$ cat src/rtl/saturn_debug_tx_arbiter_if.sv
`default_nettype none
// ============================================================================
//  Module      : saturn_debug_tx_arbiter_if
//  Description : Two byte-message sources plus the shared debug character sink.
//  Revision    : 1.0  initial release
// ============================================================================
interface saturn_debug_tx_arbiter_if;
    logic       i_req0_valid;
    logic [7:0] i_req0_char;
    logic       i_req0_last;
    logic       o_req0_ready;
    logic       i_req1_valid;
    logic [7:0] i_req1_char;
    logic       i_req1_last;
    logic       o_req1_ready;
    logic       o_tx_valid;
    logic [7:0] o_tx_char;
    logic       i_tx_ready;
    logic [1:0] o_grant;
    logic       o_busy;
    logic [7:0] o_abort_ctr;

    modport master (
        output i_req0_valid, i_req0_char, i_req0_last,
        input  o_req0_ready,
        output i_req1_valid, i_req1_char, i_req1_last,
        input  o_req1_ready,
        input  o_tx_valid, o_tx_char,
        output i_tx_ready,
        input  o_grant, o_busy, o_abort_ctr
    );

    modport slave (
        input  i_req0_valid, i_req0_char, i_req0_last,
        output o_req0_ready,
        input  i_req1_valid, i_req1_char, i_req1_last,
        output o_req1_ready,
        output o_tx_valid, o_tx_char,
        input  i_tx_ready,
        output o_grant, o_busy, o_abort_ctr
    );
endinterface
`default_nettype wire

$ cat src/rtl/saturn_debug_tx_arbiter.sv
`default_nettype none
// ============================================================================
//  Module      : saturn_debug_tx_arbiter
//  Description : Message-granular round-robin arbiter for the debug byte sink,
//                with stall timeout and length cap. SATURN_DBG_TX_CRLF_EN
//                appends CR LF after every message.
//  Revision    : 1.0  initial release
// ============================================================================
module saturn_debug_tx_arbiter #(
    parameter logic [15:0] TIMEOUT = 16'd1000,
    parameter logic [8:0]  MAX_LEN = 9'd511
) (
    input  logic                      i_clk,
    input  logic                      i_reset,
    input  logic                      i_clk_en,
    saturn_debug_tx_arbiter_if.slave  dbg
);
    typedef enum logic [2:0] {
        S_IDLE    = 3'd0,
        S_XFER    = 3'd1,
        S_ABORT   = 3'd2,
        S_TERM_CR = 3'd3,
        S_TERM_LF = 3'd4
    } state_t;

    state_t      state_q, state_d;
    logic [1:0]  grant_q, grant_d;
    logic        last_winner_q, last_winner_d;
    logic        tx_valid_q, tx_valid_d;
    logic [7:0]  tx_char_q, tx_char_d;
    logic [7:0]  abort_ctr_q, abort_ctr_d;
    logic [8:0]  len_q, len_d;
    logic [15:0] tmo_q, tmo_d;

    logic        w_slot_free;
    logic        w_sel_valid;
    logic [7:0]  w_sel_char;
    logic        w_sel_last;
    logic        w_xfer_ok;
    logic        w_accept;
    logic        w_eom;
    logic        w_pick1;

    assign w_slot_free = !tx_valid_q || dbg.i_tx_ready;
    assign w_sel_valid = grant_q[1] ? dbg.i_req1_valid : dbg.i_req0_valid;
    assign w_sel_char  = grant_q[1] ? dbg.i_req1_char  : dbg.i_req0_char;
    assign w_sel_last  = grant_q[1] ? dbg.i_req1_last  : dbg.i_req0_last;
    assign w_xfer_ok   = i_clk_en && (state_q == S_XFER) && w_slot_free;
    assign w_accept    = w_xfer_ok && w_sel_valid;

    assign dbg.o_req0_ready = w_xfer_ok && grant_q[0];
    assign dbg.o_req1_ready = w_xfer_ok && grant_q[1];
    assign dbg.o_tx_valid   = tx_valid_q;
    assign dbg.o_tx_char    = tx_char_q;
    assign dbg.o_grant      = grant_q;
    assign dbg.o_busy       = (state_q != S_IDLE) || tx_valid_q;
    assign dbg.o_abort_ctr  = abort_ctr_q;

    always_ff @(posedge i_clk) begin
        if (i_reset) begin
            state_q       <= S_IDLE;
            grant_q       <= 2'b00;
            last_winner_q <= 1'b1;
            tx_valid_q    <= 1'b0;
            tx_char_q     <= 8'h00;
            abort_ctr_q   <= 8'h00;
            len_q         <= 9'd0;
            tmo_q         <= 16'd0;
        end else begin
            state_q       <= state_d;
            grant_q       <= grant_d;
            last_winner_q <= last_winner_d;
            tx_valid_q    <= tx_valid_d;
            tx_char_q     <= tx_char_d;
            abort_ctr_q   <= abort_ctr_d;
            len_q         <= len_d;
            tmo_q         <= tmo_d;
        end
    end

    always_comb begin
        state_d       = state_q;
        grant_d       = grant_q;
        last_winner_d = last_winner_q;
        tx_valid_d    = tx_valid_q;
        tx_char_d     = tx_char_q;
        abort_ctr_d   = abort_ctr_q;
        len_d         = len_q;
        tmo_d         = tmo_q;
        w_eom         = 1'b0;
        w_pick1       = 1'b0;

        if (i_clk_en) begin
            // A sink handshake empties the slot; any load below overrides it.
            if (tx_valid_q && dbg.i_tx_ready) begin
                tx_valid_d = 1'b0;
            end

            case (state_q)
                S_IDLE: begin
                    if (dbg.i_req0_valid || dbg.i_req1_valid) begin
                        w_pick1 = (dbg.i_req0_valid && dbg.i_req1_valid) ?
                                  !last_winner_q : dbg.i_req1_valid;
                        grant_d = w_pick1 ? 2'b10 : 2'b01;
                        len_d   = 9'd0;
                        tmo_d   = 16'd0;
                        state_d = S_XFER;
                    end
                end
                S_XFER: begin
                    if (w_accept) begin
                        tx_char_d  = w_sel_char;
                        tx_valid_d = 1'b1;
                        len_d      = len_q + 9'd1;
                        tmo_d      = 16'd0;
                        w_eom      = w_sel_last || (len_q == MAX_LEN - 9'd1);
                    end else if (!w_sel_valid) begin
                        if (tmo_q == TIMEOUT - 16'd1) begin
                            state_d = S_ABORT;
                        end else begin
                            tmo_d = tmo_q + 16'd1;
                        end
                    end
                end
                S_ABORT: begin
                    if (w_slot_free) begin
                        tx_char_d  = 8'h7E;
                        tx_valid_d = 1'b1;
                        if (abort_ctr_q != 8'hFF) begin
                            abort_ctr_d = abort_ctr_q + 8'd1;
                        end
                        w_eom = 1'b1;
                    end
                end
                S_TERM_CR: begin
                    if (w_slot_free) begin
                        tx_char_d  = 8'h0D;
                        tx_valid_d = 1'b1;
                        state_d    = S_TERM_LF;
                    end
                end
                S_TERM_LF: begin
                    if (w_slot_free) begin
                        tx_char_d  = 8'h0A;
                        tx_valid_d = 1'b1;
                        grant_d    = 2'b00;
                        state_d    = S_IDLE;
                    end
                end
                default: begin
                    state_d = S_IDLE;
                    grant_d = 2'b00;
                end
            endcase

            if (w_eom) begin
                last_winner_d = grant_q[1];
`ifdef SATURN_DBG_TX_CRLF_EN
                state_d       = S_TERM_CR;
`else
                grant_d       = 2'b00;
                state_d       = S_IDLE;
`endif
            end
        end
    end
endmodule
`default_nettype wire
$ cat src/flat_wrapper.sv
// flat-port wrapper written by rule: the top's interface ports become plain ports
module saturn_debug_tx_arbiter_flat 
#(
    parameter logic [15:0] TIMEOUT = 16'd1000,
    parameter logic [8:0]  MAX_LEN = 9'd511
)
  (i_clk, i_reset, i_clk_en, dbg_i_req0_valid, dbg_i_req0_char, dbg_i_req0_last, dbg_o_req0_ready, dbg_i_req1_valid, dbg_i_req1_char, dbg_i_req1_last, dbg_o_req1_ready, dbg_o_tx_valid, dbg_o_tx_char, dbg_i_tx_ready, dbg_o_grant, dbg_o_busy, dbg_o_abort_ctr);
  saturn_debug_tx_arbiter_if dbg_i ();
  input  logic i_clk;
  input  logic i_reset;
  input  logic i_clk_en;
  input wire logic [$bits(dbg_i.i_req0_valid)-1:0] dbg_i_req0_valid;
  input wire logic [$bits(dbg_i.i_req0_char)-1:0] dbg_i_req0_char;
  input wire logic [$bits(dbg_i.i_req0_last)-1:0] dbg_i_req0_last;
  output wire logic [$bits(dbg_i.o_req0_ready)-1:0] dbg_o_req0_ready;
  input wire logic [$bits(dbg_i.i_req1_valid)-1:0] dbg_i_req1_valid;
  input wire logic [$bits(dbg_i.i_req1_char)-1:0] dbg_i_req1_char;
  input wire logic [$bits(dbg_i.i_req1_last)-1:0] dbg_i_req1_last;
  output wire logic [$bits(dbg_i.o_req1_ready)-1:0] dbg_o_req1_ready;
  output wire logic [$bits(dbg_i.o_tx_valid)-1:0] dbg_o_tx_valid;
  output wire logic [$bits(dbg_i.o_tx_char)-1:0] dbg_o_tx_char;
  input wire logic [$bits(dbg_i.i_tx_ready)-1:0] dbg_i_tx_ready;
  output wire logic [$bits(dbg_i.o_grant)-1:0] dbg_o_grant;
  output wire logic [$bits(dbg_i.o_busy)-1:0] dbg_o_busy;
  output wire logic [$bits(dbg_i.o_abort_ctr)-1:0] dbg_o_abort_ctr;
  assign dbg_i.i_req0_valid = dbg_i_req0_valid;
  assign dbg_i.i_req0_char = dbg_i_req0_char;
  assign dbg_i.i_req0_last = dbg_i_req0_last;
  assign dbg_o_req0_ready = dbg_i.o_req0_ready;
  assign dbg_i.i_req1_valid = dbg_i_req1_valid;
  assign dbg_i.i_req1_char = dbg_i_req1_char;
  assign dbg_i.i_req1_last = dbg_i_req1_last;
  assign dbg_o_req1_ready = dbg_i.o_req1_ready;
  assign dbg_o_tx_valid = dbg_i.o_tx_valid;
  assign dbg_o_tx_char = dbg_i.o_tx_char;
  assign dbg_i.i_tx_ready = dbg_i_tx_ready;
  assign dbg_o_grant = dbg_i.o_grant;
  assign dbg_o_busy = dbg_i.o_busy;
  assign dbg_o_abort_ctr = dbg_i.o_abort_ctr;
  saturn_debug_tx_arbiter #(.TIMEOUT(TIMEOUT), .MAX_LEN(MAX_LEN)) u_core (.i_clk(i_clk), .i_reset(i_reset), .i_clk_en(i_clk_en), .dbg(dbg_i));
endmodule
$ cat config.mk
export PLATFORM = sky130hd
export DESIGN_NAME = saturn_debug_tx_arbiter_flat
export DESIGN_NICKNAME = d
export VERILOG_FILES = /design/src/rtl/saturn_debug_tx_arbiter_if.sv /design/src/rtl/saturn_debug_tx_arbiter.sv /design/src/flat_wrapper.sv
export SDC_FILE = /design/constraint.sdc
export NUM_CORES = 1
export LEC_CHECK = 0
export BUFFER_PORTS_ARGS = -buffer_cell sky130_fd_sc_hd__buf_2
export CORE_UTILIZATION = 30
export DETAILED_ROUTE_END_ITERATION = 8
export GPL_TIMING_DRIVEN = 0
export SETUP_SLACK_MARGIN = 0.3
export SYNTH_ARGS = -nofsm -noshare
export SYNTH_HDL_FRONTEND = slang
export SYNTH_SLANG_ARGS = --single-unit
$ cat constraint.sdc
create_clock -name i_clk -period 4.07 [get_ports i_clk]
set_input_delay 0.6105 -clock i_clk [delete_from_list [all_inputs] [get_ports i_clk]]
set_output_delay 0.6105 -clock i_clk [all_outputs]
set_load 0.005 [all_outputs]
=== Word level (Yosys, flattened, before mapping) ===
Cells that the tools add are included.

* Register bits: 48
* Latch bits: 0
* Memory bits (writable): 0
* Bits in read-only memories: 0
* Input port bits: 24
* Logic and storage cells: 97
* Memories: 0

* $add $sub $neg: 3
* Multipliers: 0
* Div/mod/pow operators: 0
* Magnitude comparators: 0
* Equality and inequality tests: 22
* Shift operators: 0
* Muxes and demuxes: 38
* Bitwise operators: 0
* Reductions and logical operators: 26

{| class="wikitable"
|+ Operators by type and width
! kind !! count
|-
| $mux 16 || 4
|-
| $mux 8 || 5
|-
| $pmux 16 s2 || 1
|-
| $pmux 8 s4 || 1
|-
| $mux 3 || 7
|-
| $mux 9 || 2
|-
| $pmux 9 s2 || 1
|-
| $add 16x1->16 const B || 1
|-
| $eq 16x10->1 const B || 1
|-
| $pmux 3 s5 || 1
|-
| $ne 2x1->1 const B || 7
|-
| $ne 3x3->1 const B || 4
|-
| $reduce_and 4->1 || 3
|-
| $add 9x1->9 const B || 1
|-
| $eq 9x9->1 const B || 1
|-
| $mux 1 || 9
|-
| $ne 3x1->1 const B || 3
|-
| $add 8x1->8 const B || 1
|-
| $mux 2 || 4
|-
| $ne 8x8->1 const B || 1
|-
| $reduce_and 8->1 || 1
|-
| $logic_and 1x1->1 || 7
|-
| $eq 3x2->1 const B || 2
|-
| $pmux 2 s3 || 1
|-
| other kinds (14) || 20
|}

=== Logic depth before layout (Yosys ltp) ===
* Word-level depth: 9
* Gate-level depth with buffers: 8
* Mapped depth without buffers: 7

=== Least setup slack after synthesis ===
Ideal clock, no wire load.

* Path kind: input -> register
* From: in dbg_i_req1_last
* To: reg u_core.state_q[1]
* Setup time: 0.132 ns
* Arrival time: 1.816 ns
* Required time: 3.938 ns
* Setup slack: 2.122 ns
* Stages on the path: 6
* Cell sequence: mux2_1 > a41oi_1 > o22ai_2 > o41ai_2 > or3_1 > a21oi_1

* Cells in the longest elaborated chain, start to end: 7

{| class="wikitable"
|+ RTL lines
! what !! RTL line !! RTL
|-
| from (decl) || flat_wrapper.sv:18 || <nowiki>input wire logic [$bits(dbg_i.i_req1_last)-1:0] dbg_i_req1_last;</nowiki>
|-
| $mux 1 (*) || saturn_debug_tx_arbiter.sv:47 || <nowiki>assign w_sel_last = grant_q[1] ? dbg.i_req1_last : dbg.i_req0_last;</nowiki>
|-
| $logic_or 1x1->1 (*) || saturn_debug_tx_arbiter.sv:116 || <nowiki>w_eom = w_sel_last || (len_q == MAX_LEN - 9'd1);</nowiki>
|-
| $mux 1 (*) || saturn_debug_tx_arbiter.sv:111 || <nowiki>if (w_accept) begin</nowiki>
|-
| $pmux 1 s2 (*) || saturn_debug_tx_arbiter.sv:99 || <nowiki>case (state_q)</nowiki>
|-
| $mux 1 (*) || saturn_debug_tx_arbiter.sv:93 || <nowiki>if (i_clk_en) begin</nowiki>
|-
| $ne 3x3->1 (no source line) (tied with other cells) || n/a ||
|-
| $reduce_and 8->1 (no source line) || n/a ||
|-
| to (signal assigned) || saturn_debug_tx_arbiter.sv:70 || <nowiki>state_q <= state_d;</nowiki>
|-
| to (decl) || saturn_debug_tx_arbiter.sv:26 || <nowiki>state_t state_q, state_d;</nowiki>
|}

Every way passes the cells marked *; elsewhere a longest branch is shown, timed or not. The select of a mux whose other input is x is not followed.
A chain may end at the register's enable or synchronous reset.

=== Worst setup path after layout ===
* From: reg u_core.grant_q[1], in the netlist u_core.dbg.o_grant[1]
* To: out dbg_o_req1_ready

* Cells in the longest elaborated chain, start to end: 1

{| class="wikitable"
|+ RTL lines
! what !! RTL line !! RTL
|-
| from (decl) || saturn_debug_tx_arbiter.sv:27 || <nowiki>logic [1:0] grant_q, grant_d;</nowiki>
|-
| from (signal assigned) || saturn_debug_tx_arbiter.sv:71 || <nowiki>grant_q <= grant_d;</nowiki>
|-
| $logic_and 1x1->1 || saturn_debug_tx_arbiter.sv:52 || <nowiki>assign dbg.o_req1_ready = w_xfer_ok && grant_q[1];</nowiki>
|-
| to (decl) || flat_wrapper.sv:19 || <nowiki>output wire logic [$bits(dbg_i.o_req1_ready)-1:0] dbg_o_req1_ready;</nowiki>
|}

Every way passes these cells.

==> flow_summary.ini <==
[run_status]
outcome = finished clean

[timing]
timing.final.crit_share_pct = 56.3
hold_violations = 0
rsz0062_at_grt = no
fin_crit_ns = 2.29
whs_ns = 0.457
setup_tns_ns = 0
skew_ns = 0.00358
tightest_slew_ns = 0.613
fmax_ghz = 0.436
layout_setup_ws_ns = 1.78
finalMaxSlewViolations = 0
slew_headroom_pct = 59.1
setup_violations = 0

[yosys]
netlist_top_cells_count = dfxtp_1 (48), nor2_1 (44), nand2_1 (33), xor2_1 (22), a21oi_1 (14)
synth-seq-area-share_pct = 37.6
yosysUniqueCellTypes = 58
yosysMostFrequentCell = dfxtp_1
postSynthCellCount = 300
synth_ff_type = dfxtp_1
synth-edff-count = 0
yosysWarnings = 0
synthesis.nets = 328
async_flop_share_pct = 0
synth-seq-cells = 48
synth_area_per_cell_um2 = 8.51
syn_area_um2 = 2550
synth_top_area_share_pct = 37.6
yosys.area.top_type = dfxtp_1
synthTopCellsByArea = dfxtp_1 (38%), xor2_1 (7.5%), nor2_1 (6.5%)

[die]
die_y_um = 94.2
io-pin-count = 46
design.core.area_um2 = 8220
initial_core_util_pct = 31.1
die_w_um = 94.2
rows = 33
fp.dieArea_um2 = 8880

[power_and_ir_drop]
power.leakage_nw = 1.19
p_total_w = 0.000960
ir_worst_vdd_uv = 180
p_per_area_nw_per_um2 = 318

[clocking]
clkSinkCount = 48
cts_resized = 0
post_cts_buffers = 0
cts_tree = yes
numCtsBuffers = 5
path_clk_slew_ns = 0.09
cts_hold_buf = 0
clockRootBuffer = clkbuf_8
h-tree-depth = 2
clock_path_buffers = 2
insertion_delay_ns = 0.30

[place]
dpl.hpwl_mm = 4.43
io_buffers = 44
gp_congestion = 0.852
pre_cts_ws_ns = 1.81

[finish]
syn_to_final_growth_pct = 18.1
layout-drive-gt1-share_pct = 20.5
fin_nets = 379
fillers = 866
antenna_cells = 0

[worst_hold_path]
hold-path-cell-count = 2
hold_class = reg -> reg

[global_routing]
gr-total-overflow = 0
antenna_found_initial = 0
grt_pass1_wl_mm = 10.2
grt_pass1_vias = 2136
grt.total_usage_pct = 14.5
grt_max_degree = 16

[worst_setup_path]
cp_slowest_cell = buf_1
path_depth = 3
crit_chain = buf_1 -> and3_1 -> buf_2
cp.buffers_inverters = 2
startpoint_type = register
critPathMaxStageDelay_ns = 0.52
critPathKind = reg -> out
cp_max_fo = 10
critical-path-top-delay-family = buffers and inverters
crit_required_ns = 3.46
r2r_cells = 6
arrival_ns = 1.68
critPathCaptureType = primary output

[routing]
first_pass_iters = 4
drc = 0
vias = 2245
viasPerCell = 4.91
wirelength_mm = 5.88
wire_per_inst_um = 12.9
drt_iter0_markers = 157
drtAntennaViolNets = 0

[job]
drv_cap = 0
[sequential cells by signal, indices dropped and copies added, names as in the netlist]
register / cells
u_core.state_q: 3
u_core.len_q: 9
u_core.dbg.o_abort_ctr: 8
u_core.tmo_q: 16
u_core.last_winner_q: 1
u_core.dbg.o_tx_char: 8
u_core.dbg.o_grant: 2
u_core.dbg.o_tx_valid: 1
[tightest hold or removal path, delay by kind of cell (launching register included)]
family          cells  cell delay, ns
simple gates        1            0.05
compound gates      1            0.05
flops               1            0.32
[report_power, final]
part	total (W)	switching (W)	internal, W	leakage, nW
logic	0.000129	0.0000756	0.0000539	0.752
registers	0.000486	0.00000779	0.000478	0.388
clock network	0.000345	0.000163	0.000182	0.0541
total	0.000960	0.000246	0.000714	1.19
[stage by stage]
stage               std cells  util (%)  instance area (um^2)
CTS                       457      36.7                  3020
floorplan                 300         -                  2550
finish                    457      36.7                  3020
global placement          449      35.3                  2900
global route              457      36.7                  3020
detailed placement        449      35.3                  2900
[layer usage]
layer	wire length, um	global-route usage (%)
met1	2920	20.0
met2	2690	22.3
met3	224	3.07
met4	44	5.00
met5	0	0
[cell usage in the layout, fill, tap and decap left out, types with 2 or more instances in the layout]
master,synthesis,layout
buf_2,4,48
clkbuf_1,7,7
o21ai_0,3,3
nand3_1,9,9
mux2i_1,12,12
and4b_1,2,2
nand4_1,13,13
a31oi_1,2,2
or3b_1,2,2
xor2_1,22,22
clkbuf_8,0,5
nor3b_1,2,2
a21oi_1,14,14
ha_1,4,4
and3_1,7,7
o21ai_1,3,3
nand2_1,33,33
and2_1,5,5
nor3_1,7,7
a311oi_1,2,2
nand2b_1,3,3
or3_1,3,3
and4_1,3,3
nor2b_1,2,2
xnor2_1,5,5
dfxtp_1,48,48
nor2_1,44,44
inv_1,3,3
a211o_1,3,3
buf_1,2,2
mux2_2,3,3
[worst paths after layout]
| kind | from | end | slack (ns) |
|---|---|---|---|
| worst min register to register | u_core.dbg.o_tx_char[5] | u_core.dbg.o_tx_char[5] | 0.46 |
| worst max register to register | u_core.state_q[0] | u_core.state_q[1] | 1.96 |
| worst max-delay path | u_core.dbg.o_grant[1] | dbg_o_req1_ready | 1.78 |
| worst min-delay path | u_core.dbg.o_tx_char[5] | u_core.dbg.o_tx_char[5] | 0.46 |
[cell families after synthesis]
logic type	after synthesis	synth area share, %
AND/OR/NAND/NOR	143	28.3
flip-flops	48	37.6
AO/OA/AOI/OAI	42	12.3
XOR/XNOR	27	9.26
buffers and inverters	19	3.43
multiplexers	17	7.06
adder cells (fa/ha/maj)	4	1.96
[area by class of cell]
class,count,area (um^2),share of cell area (%)
Buffer,15,72.6,2.41
Sequential cell,48,961,31.9
Clock buffer,5,68.8,2.28
Tap cell,105,131,4.36
Multi-Input combinational cell,233,1500,49.9
Clock inverter,3,42.5,1.41
Timing Repair Buffer,44,220,7.30
Inverter,4,15.0,0.498
(Power assumes the default switching activity.)
